<file path="src/rtl/seg_scan_ctrl.sv">
// Multiplexed 7-segment scan controller: per-digit nibble/DP/blank latching with
// frame-aligned (tear-free) display updates, leading-zero suppression and ghost blanking.
module seg_scan_ctrl #(
    parameter int NUM_DIGITS     = 4,
    parameter int CLK_DIV        = 12000,
    parameter int BLANK_CYC      = 120,
    parameter int HEX_EN         = 1,
    parameter int DIG_ACTIVE_LOW = 1
) (
    input  logic                    clk,
    input  logic                    rst_n,
    input  logic [4*NUM_DIGITS-1:0] digit_data,
    input  logic [NUM_DIGITS-1:0]   dp_in,
    input  logic [NUM_DIGITS-1:0]   blank_in,
    input  logic                    lz_suppress,
    input  logic                    load,
    output logic [7:0]              seg_out,
    output logic [NUM_DIGITS-1:0]   dig_sel,
    output logic                    frame_done
);

    localparam int CW = (CLK_DIV > 1) ? $clog2(CLK_DIV) : 1;
    localparam int IW = (NUM_DIGITS > 1) ? $clog2(NUM_DIGITS) : 1;
    localparam logic [CW-1:0] CNT_LAST  = CW'(CLK_DIV - 1);
    localparam logic [CW-1:0] CNT_BLANK = CW'(BLANK_CYC);
    localparam logic [IW-1:0] IDX_LAST  = IW'(NUM_DIGITS - 1);
    localparam logic [NUM_DIGITS-1:0] SEL_IDLE = {NUM_DIGITS{DIG_ACTIVE_LOW != 0}};

    logic [CW-1:0]           cnt;
    logic [IW-1:0]           idx;
    logic                    tick;

    logic [4*NUM_DIGITS-1:0] pend_data;
    logic [NUM_DIGITS-1:0]   pend_dp;
    logic [NUM_DIGITS-1:0]   pend_blank;
    logic                    pend_lz;
    logic                    pend_valid;

    logic [4*NUM_DIGITS-1:0] disp_data;
    logic [NUM_DIGITS-1:0]   disp_dp;
    logic [NUM_DIGITS-1:0]   disp_blank;
    logic                    disp_lz;

    logic [NUM_DIGITS-1:0]   suppress;
    logic                    lead;
    logic [3:0]              cur_nib;
    logic [7:0]              seg_digit;
    logic [7:0]              seg_next;
    logic [NUM_DIGITS-1:0]   sel_onehot;

    function automatic logic [6:0] decode(input logic [3:0] nib);
        logic [6:0] pat;
        case (nib)
            4'h0: pat = 7'h3F;
            4'h1: pat = 7'h06;
            4'h2: pat = 7'h5B;
            4'h3: pat = 7'h4F;
            4'h4: pat = 7'h66;
            4'h5: pat = 7'h6D;
            4'h6: pat = 7'h7D;
            4'h7: pat = 7'h07;
            4'h8: pat = 7'h7F;
            4'h9: pat = 7'h6F;
            4'hA: pat = 7'h77;
            4'hB: pat = 7'h7C;
            4'hC: pat = 7'h39;
            4'hD: pat = 7'h5E;
            4'hE: pat = 7'h79;
            default: pat = 7'h71;
        endcase
        if (HEX_EN == 0 && nib > 4'd9) pat = 7'h40;
        return pat;
    endfunction

    assign tick       = (cnt == CNT_LAST);
    assign frame_done = tick && (idx == IDX_LAST);

    always_ff @(posedge clk or negedge rst_n) begin
        if (!rst_n) begin
            cnt <= '0;
            idx <= '0;
        end else if (tick) begin
            cnt <= '0;
            idx <= (idx == IDX_LAST) ? '0 : idx + 1'b1;
        end else begin
            cnt <= cnt + 1'b1;
        end
    end

    // A load landing on the frame boundary bypasses the pending stage entirely.
    always_ff @(posedge clk or negedge rst_n) begin
        if (!rst_n) begin
            pend_data  <= '0;
            pend_dp    <= '0;
            pend_blank <= '1;
            pend_lz    <= 1'b0;
            pend_valid <= 1'b0;
            disp_data  <= '0;
            disp_dp    <= '0;
            disp_blank <= '1;
            disp_lz    <= 1'b0;
        end else if (load && frame_done) begin
            disp_data  <= digit_data;
            disp_dp    <= dp_in;
            disp_blank <= blank_in;
            disp_lz    <= lz_suppress;
            pend_valid <= 1'b0;
        end else if (load) begin
            pend_data  <= digit_data;
            pend_dp    <= dp_in;
            pend_blank <= blank_in;
            pend_lz    <= lz_suppress;
            pend_valid <= 1'b1;
        end else if (frame_done && pend_valid) begin
            disp_data  <= pend_data;
            disp_dp    <= pend_dp;
            disp_blank <= pend_blank;
            disp_lz    <= pend_lz;
            pend_valid <= 1'b0;
        end
    end

    // Suppression runs from the MSD down and stops at the first non-zero or blanked digit.
    always_comb begin
        suppress = '0;
        lead     = disp_lz;
        for (int i = NUM_DIGITS - 1; i >= 1; i--) begin
            if (lead && (disp_data[4*i +: 4] == 4'h0) && !disp_blank[i]) begin
                suppress[i] = 1'b1;
            end else begin
                lead = 1'b0;
            end
        end
    end

    always_comb begin
        cur_nib = disp_data[{idx, 2'b00} +: 4];
        if (disp_blank[idx]) begin
            seg_digit = 8'h00;
        end else if (suppress[idx]) begin
            seg_digit = {disp_dp[idx], 7'h00};
        end else begin
            seg_digit = {disp_dp[idx], decode(cur_nib)};
        end
        seg_next = (cnt < CNT_BLANK) ? 8'h00 : seg_digit;
    end

    always_comb begin
        sel_onehot      = '0;
        sel_onehot[idx] = 1'b1;
    end

    always_ff @(posedge clk or negedge rst_n) begin
        if (!rst_n) begin
            seg_out <= 8'h00;
            dig_sel <= SEL_IDLE;
        end else begin
            seg_out <= seg_next;
            dig_sel <= sel_onehot ^ SEL_IDLE;
        end
    end

endmodule

</file>
<file path="config.mk">
export PLATFORM = sky130hd
export DESIGN_NAME = seg_scan_ctrl
export DESIGN_NICKNAME = d
export VERILOG_FILES = /design/src/rtl/seg_scan_ctrl.sv
export SDC_FILE = /design/constraint.sdc
export NUM_CORES = 1
export LEC_CHECK = 0
export CAP_MARGIN = 20
export CORE_ASPECT_RATIO = 1.25
export CORE_MARGIN = 5
export CORE_UTILIZATION = 50
export DETAILED_ROUTE_END_ITERATION = 16
export PLACE_DENSITY = 0.72
export SYNTH_ARGS = -nofsm -noshare
export SYNTH_HDL_FRONTEND = slang
export SYNTH_SLANG_ARGS = --single-unit
</file>
<file path="constraint.sdc">
create_clock -name clk -period 5.4 [get_ports clk]
set_input_delay 1.35 -clock clk [delete_from_list [all_inputs] [get_ports clk]]
set_output_delay 1.35 -clock clk [all_outputs]
set_load 0.02 [all_outputs]
</file>
==> out/metrics.csv, run 1 <==
stage;metric;value;unit
routing;DRT Pass-1 Iters;4;
worst_setup_path;Worst Path Buf+Inv;1;
cells_and_area;share of cells above drive strength 1;17.9;%
sta;final setup vio count;0;
cts;postcts setup bufs;0;
worst_setup_path;r2r setup slk;2.64;ns
synth;Post-synth EDFFs;0;
cts;worst skew pair latency;0.35;ns
floorplanning;Core Area;7360;sq um
synth;Synth area leader;dfrtp_1;
sta;Final Hold Fails;0;
global_route;global-route wire length before repair;12300;um
sta;Hold WS;0.464;ns
worst_setup_path;Crit. End Element;output pin;
placed_design;placed instance count;439;
placed_design;DP Area;4170;sq um
cts;CTS tree;done;
sta;total negative slack;0;ns
sta;crit path time final;4.02;ns
cells_and_area;final net count;396;
placed_design;Port Buffer Count;40;
synth;syn_nets;360;
synth;simple-gate share of the synthesized area;10.8;%
worst_setup_path;Setup Crit Path Kind;reg -> out;
global_route;initial antenna violation count;0;
sta;Clock Skew;0.0132;ns
floorplanning;# rows;35;
floorplanning;die width;87.7;um
global_route;GRT overflow;0;
synth;area share of the leading cell type in the synthesized netlist;44.4;%
cells_and_area;post-route insts no fill;455;
sta;fmax;249;MHz
worst_setup_path;Critical Path AT;2.67;ns
placed_design;GPL Wtd Cong;0.842;
cells_and_area;most frequent cells in the layout;dfrtp_1, clkdlybuf4s50_1, nand2_1;
power;Max VDD drop;0.000169;V
floorplanning;DIE HEIGHT;107;um
routing;Detailed Route WL;7120;um
cells_and_area;fin util;60.0;%
cts;CTS Buf Count;9;
worst_setup_path;path depth of the worst reg2reg path;6;
cells_and_area;Ant. Diodes;0;
worst_setup_path;CP max-delay cell;clkdlybuf4s50_1;
worst_setup_path;FF-to-FF End;disp_dp[3]$_DFFE_PN0P_;
routing;via/cell ratio;5.53;
worst_setup_path;critical path, cell by cell;ha_1 > and4_4 > and4_1 > and2_4 > clkdlybuf4s50_1;
hold_path;Hold Path Class;reg -> reg;
worst_setup_path;Critical Path Start Type;flop;
global_route;Total GRT Usage;16.6;%
synth;Synth async-reset ratio;100;%
synth;Cell Area, Synth;3770;sq um
cts;Bufs on Longest Clock Path;2;
sta;fin crit share;74.4;%
synth;main combinational cell family by area after synthesis;multiplexers;
cts;CTS HTree Levels;3;
worst_setup_path;Top delay family on crit path;simple AND/OR/NAND/NOR gates;
power;PwrDens;282;nW/um^2
worst_setup_path;worst r2r src;cnt[0]$_DFF_PN0_;
cts;Worst-path clk slew;0.08;ns
worst_setup_path;worst setup path start;cnt[0]$_DFF_PN0_;
hold_path;Hold Path Cell Cnt;1;
cts;hold_buf cts;0;
global_route;largest net degree at the start of global routing;80;
cts;Root Driver;clkbuf_8;
synth;synth unique cells;43;
floorplanning;I/O Pins;41;
routing;post-route ant nets;0;
synth;top_reg_cell synth;dfrtp_1;
outcome;outcome;finished, final reports clean;
sta;Worst-Margin Slew;0.970;ns
cells_and_area;post-route cell area;4420;sq um
cells_and_area;synthesis-to-layout area growth;17.0;%
power;Lkg Pwr;1.88;nW
cts;CTS Sinks;79;
hold_path;Min-Delay Startpoint;cnt[0]$_DFF_PN0_;
routing;drt wl/cell;15.7;um
run;Max-Cap Viols;0;
placed_design;HPWL after DPL;4890;um
synth;most area-consuming cells after synthesis;dfrtp_1, dfstp_2, mux2_4;
cells_and_area;FILL cells;635;
synth;area share of fa/ha/maj cells after synthesis;3.31;%
worst_setup_path;critical-path maximum fanout;17;
cells_and_area;most common cell after layout, fill and taps aside;dfrtp_1;
worst_setup_path;Req. time, crit path;4.05;ns
synth;Seq/Total Area, Yosys;52.8;%
synth;register bit total from synthesis;79;
floorplanning;Die ar.;9400;sq um
synth;mux cell area share after synthesis;14.1;%
sta;Rel. slew slack;35.3;%
synth;Syn Area/Cell;11.7;sq um
hold_path;hold path endpoint;cnt[0]$_DFF_PN0_;
sta;Slew Viols, Final;0;
worst_setup_path;CP peak stage delay;0.61;ns
synth;XOR/XNOR share of the synthesized area;2.78;%
sta;RSZ-0062 raised after global routing;no;
routing;Initial DRC Count;127;
cts;PostCTS Resize Cnt;0;
floorplanning;Initial Utilization;51.3;%
synth;Ys Warns;0;
routing;via count;2514;
synth;compound-cell area share of the yosys netlist;11.6;%
synth;Synth Instances;322;
routing;DRC Markers;0;
global_route;vias in the first global route;2541;
state kept, by name, summed over array words and instances (netlist names):
name        count
disp_data      16
pend_data      16
cnt            14
seg_out         8
dig_sel         4
disp_blank      4
disp_dp         4
pend_blank      4
pend_dp         4
idx             2
disp_lz         1
pend_lz         1
pend_valid      1
worst reg2reg max path: stages (launching register included):
cell and delay, ns:
dfrtp_1 0.38, ha_1 0.22, and4_4 0.27, and4_1 0.56
and3_1 0.81, o22ai_1 0.26, o21ai_0 0.19
stage by stage:
| stage | setup WS (ns) | power [mW] |
|---|---|---|
| floorplan | 2.77 | 0.680 |
| global placement | 1.70 | 0.717 |
| detailed placement | 1.65 | 0.720 |
| CTS | 1.36 | 1.26 |
| global route | 1.22 | 1.29 |
| finish | 1.38 | 1.25 |
how the worst max path moves through the flow:
stage / cells after the start / end
2_1_floorplan: 5 / frame_done
3_3_place_gp: 4 / pend_lz$_DFFE_PN0P_
3_5_place_dp: 4 / pend_lz$_DFFE_PN0P_
4_1_cts: 5 / frame_done
5_1_grt: 5 / frame_done
6_report: 5 / frame_done
synth_stat cells, drive strengths merged, types with 2 or more instances:
cell type  number
nand3           8
a21oi           4
nor3            3
inv            11
clkbuf          8
dfstp          12
nand3b          2
nand2          36
buf             8
nand4           4
mux2i           4
xnor2           6
xor2            6
o22ai          25
a221oi          2
a311oi          2
nor2           19
a41o            2
mux2           29
and4            2
ha             10
and3            4
dfrtp          67
a211oi          2
nor2b           2
o21ai          31
mux4            4
cells by family after synthesis:
family,count (synthesis)
fa+ha+maj,10
simple gates,84
buf+inv,28
compound gates,72
flops,79
mux,37
xor+xnor,12
layer usage:
| metal | wire [um] | global-route usage (%) | vias to the layer above |
|---|---|---|---|
| met4 | 138 | 7.57 | 0 |
| met3 | 229 | 2.31 | 12 |
| met5 | 0 | 0 | - |
| met2 | 3580 | 26.0 | 41 |
| met1 | 3180 | 22.7 | 1237 |
| li1 | - | - | 1224 |
cell type report:
cell class	count	area [sq um]	share of cell area (%)
Clock buffer	13	159	3.60
Inverter	12	45.0	1.02
Multi-Input combinational cell	215	1610	36.5
Timing Repair Buffer	41	405	9.18
Clock inverter	3	90.1	2.04
Tap cell	92	115	2.61
Sequential cell	79	1990	45.1
report_power, final:
part           internal (mW)  switching (mW)
logic                 0.0498          0.0351
registers              0.613          0.0114
clock network          0.333           0.204
total                  0.996           0.251
(Power assumes the default switching activity.)
==> run 2, diff against run 1 <==
clock period = 3.7 ns   (was 5.4 ns; I/O delays follow)
==> out/metrics.csv, run 2 (synthesis results as in run 1) <==
stage;metric;value;unit;change
sta;fin worst setup slack;0.553;ns;-0.827 ns
power;Cell Int Power;1.23;mW;+24%
routing;Initial DRC Count;119;;-6.3%
sta;Worst-Margin Slew;0.552;ns;-0.418 ns
cts;postcts setup bufs;0;;unchanged
global_route;GRT overflow;0;;unchanged
worst_setup_path;Critical Path AT;2.22;ns;-0.45 ns
cells_and_area;FILL cells;615;;-3.1%
sta;total negative slack;0;ns;unchanged
cts;CTS Buf Count;9;;unchanged
floorplanning;# rows;35;;unchanged
sta;Final Hold Fails;0;;unchanged
cells_and_area;area of the multi-input gates;1610;sq um;unchanged
worst_setup_path;path depth of the worst reg2reg path;7;;+1
floorplanning;DIE HEIGHT;107;um;unchanged
cts;CTS tree;done;;
worst_setup_path;r2r setup slk;1.35;ns;-1.29 ns
cells_and_area;most frequent cells in the layout;dfrtp_1, clkdlybuf4s50_1, nand2_1;;
sta;Rel. slew slack;63.2;%;+28 points
routing;Detailed Route WL;7070;um;-0.72%
routing;post-route ant nets;0;;unchanged
sta;Clock Skew;0.0153;ns;+0.00211 ns
floorplanning;Die ar.;9400;sq um;unchanged
worst_setup_path;worst r2r src;idx[0]$_DFFE_PN0N_;;
worst_setup_path;Req. time, crit path;2.77;ns;-1.28 ns
global_route;initial antenna violation count;0;;unchanged
floorplanning;Initial Utilization;51.3;%;unchanged
cells_and_area;register area;1990;sq um;unchanged
global_route;vias in the first global route;2651;;+4.3%
placed_design;GPL Wtd Cong;0.871;;+3.4%
global_route;Total GRT Usage;17.0;%;+0.37 points
cts;hold_buf cts;0;;unchanged
power;Comb pwr share;8.1;%;+1.3 points
cells_and_area;final net count;402;;+1.5%
sta;crit path time final;3.15;ns;
routing;via/cell ratio;5.54;;+0.19%
outcome;outcome;finished, final reports clean;;
power;PwrDens;362;nW/um^2;+28%
cells_and_area;Largest regs;disp_data (16), pend_data (16), cnt (14);;
sta;RSZ-0062 raised after global routing;no;;
cts;Root Driver;clkbuf_8;;
cts;Bufs on Longest Clock Path;2;;unchanged
cells_and_area;Ant. Diodes;0;;unchanged
power;Seq pwr share;57.1;%;+7.0 points
global_route;global-route wire length before repair;12600;um;+2.7%
sta;Slew Viols, Final;0;;unchanged
run;Max-Cap Viols;0;;unchanged
routing;DRT Pass-1 Iters;4;;unchanged
routing;drt wl/cell;15.3;um;-2.0%
power;Net Sw Frac;22.9;%;+2.8 points
routing;via count;2552;;+1.5%
floorplanning;I/O Pins;41;;unchanged
global_route;largest net degree at the start of global routing;80;;unchanged
cells_and_area;share of cells above drive strength 1;19.2;%;+1.3 points
worst_setup_path;Crit. End Element;output pin;;
placed_design;Port Buffer Count;40;;unchanged
worst_setup_path;Critical Path Start Type;flop;;
cells_and_area;synthesis-to-layout area growth;16.6;%;
worst_setup_path;FF-to-FF End;seg_out[0]$_DFF_PN0_;;
cts;CTS HTree Levels;3;;unchanged
sta;fmax;318;MHz;
power;Sw Pwr;365;uW;+46%
power;Max VDD drop;0.000222;V;+32%
power;Lkg Pwr;1.88;nW;about the same
cts;worst skew pair latency;0.35;ns;about the same
cts;CTS Sinks;79;;unchanged
worst_setup_path;critical-path maximum fanout;5;;-12
sta;fin crit share;85.0;%;
floorplanning;die width;87.7;um;unchanged
placed_design;dpl ws;0.924;ns;-0.728 ns
cts;PostCTS Resize Cnt;0;;unchanged
worst_setup_path;Setup Crit Path Kind;reg -> out;;
routing;DRC Markers;0;;unchanged
hold_path;Hold Path Class;in -> async;;
power;clock share of power;34.9;%;-8.2 points
cells_and_area;most common cell after layout, fill and taps aside;dfrtp_1;;
floorplanning;Core Area;7360;sq um;unchanged
cts;Worst-path clk slew;0.08;ns;about the same
placed_design;HPWL after DPL;5010;um;+2.5%
sta;final setup vio count;0;;unchanged
run 2: cell count changes in the layout (fill, tap and decap cells not counted), sizes merged:
cell,before,now
bufinv,3,0
clkinv,1,4
clkinvlp,0,1
buf,2,8
clkbuf,13,12
run 2: worst max-delay path by stage:
stage                           startpoint    endpoint  cells past startpoint
after floorplan           cnt[0]$_DFF_PN0_  frame_done                      5
after global placement    cnt[0]$_DFF_PN0_  frame_done                      5
after detailed placement  cnt[0]$_DFF_PN0_  frame_done                      5
after CTS                 cnt[0]$_DFF_PN0_  frame_done                      5
after global routing      cnt[0]$_DFF_PN0_  frame_done                      5
final                     cnt[0]$_DFF_PN0_  frame_done                      5
run 2: routing by layer:
layer / track usage, % / share of wire (%)
met4: 6.14 / 1.5
met3: 4.07 / 4.0
met1: 23.1 / 44
met2: 26.2 / 51
met5: 0 / 0
run 2: through the flow:
step / hold WS, ns / util, % / area, sq um / cells / power, mW
2_1_floorplan: 0.433 / - / 3770 / 322 / 0.992
3_3_place_gp: 0.443 / 57.2 / 4210 / 444 / 1.05
3_5_place_dp: 0.477 / 57.2 / 4210 / 444 / 1.05
4_1_cts: 0.488 / 59.4 / 4370 / 460 / 1.61
5_1_grt: 0.341 / 59.8 / 4400 / 461 / 1.67
6_report: 0.361 / 59.8 / 4400 / 461 / 1.59
run 2: cell type report:
cell class | instances | area share (%)
clock buffers | 12 | 3.30
clock inverters | 4 | 0.512
inverters | 12 | 1.02
multi-input cells | 215 | 36.6
flip-flops and latches | 79 | 45.3
well taps | 92 | 2.62
repair buffers | 47 | 10.7
run 2: power groups by stage:
stage               sequential (mW)  combinational [mW]  clock, mW
global placement              0.925               0.124          0
CTS                           0.910               0.127      0.576
detailed placement            0.926               0.127          0
finish                        0.910               0.128      0.556
floorplan                     0.921              0.0714          0
global route                  0.913               0.141      0.614
run 2: worst max-delay path, cell delays in order, from the launching register on:
cell             delay [ns]
dfrtp_1                0.39
ha_1                   0.21
and4_4                 0.27
and4_1                 0.20
and2_4                 0.19
clkdlybuf4s50_1        0.61
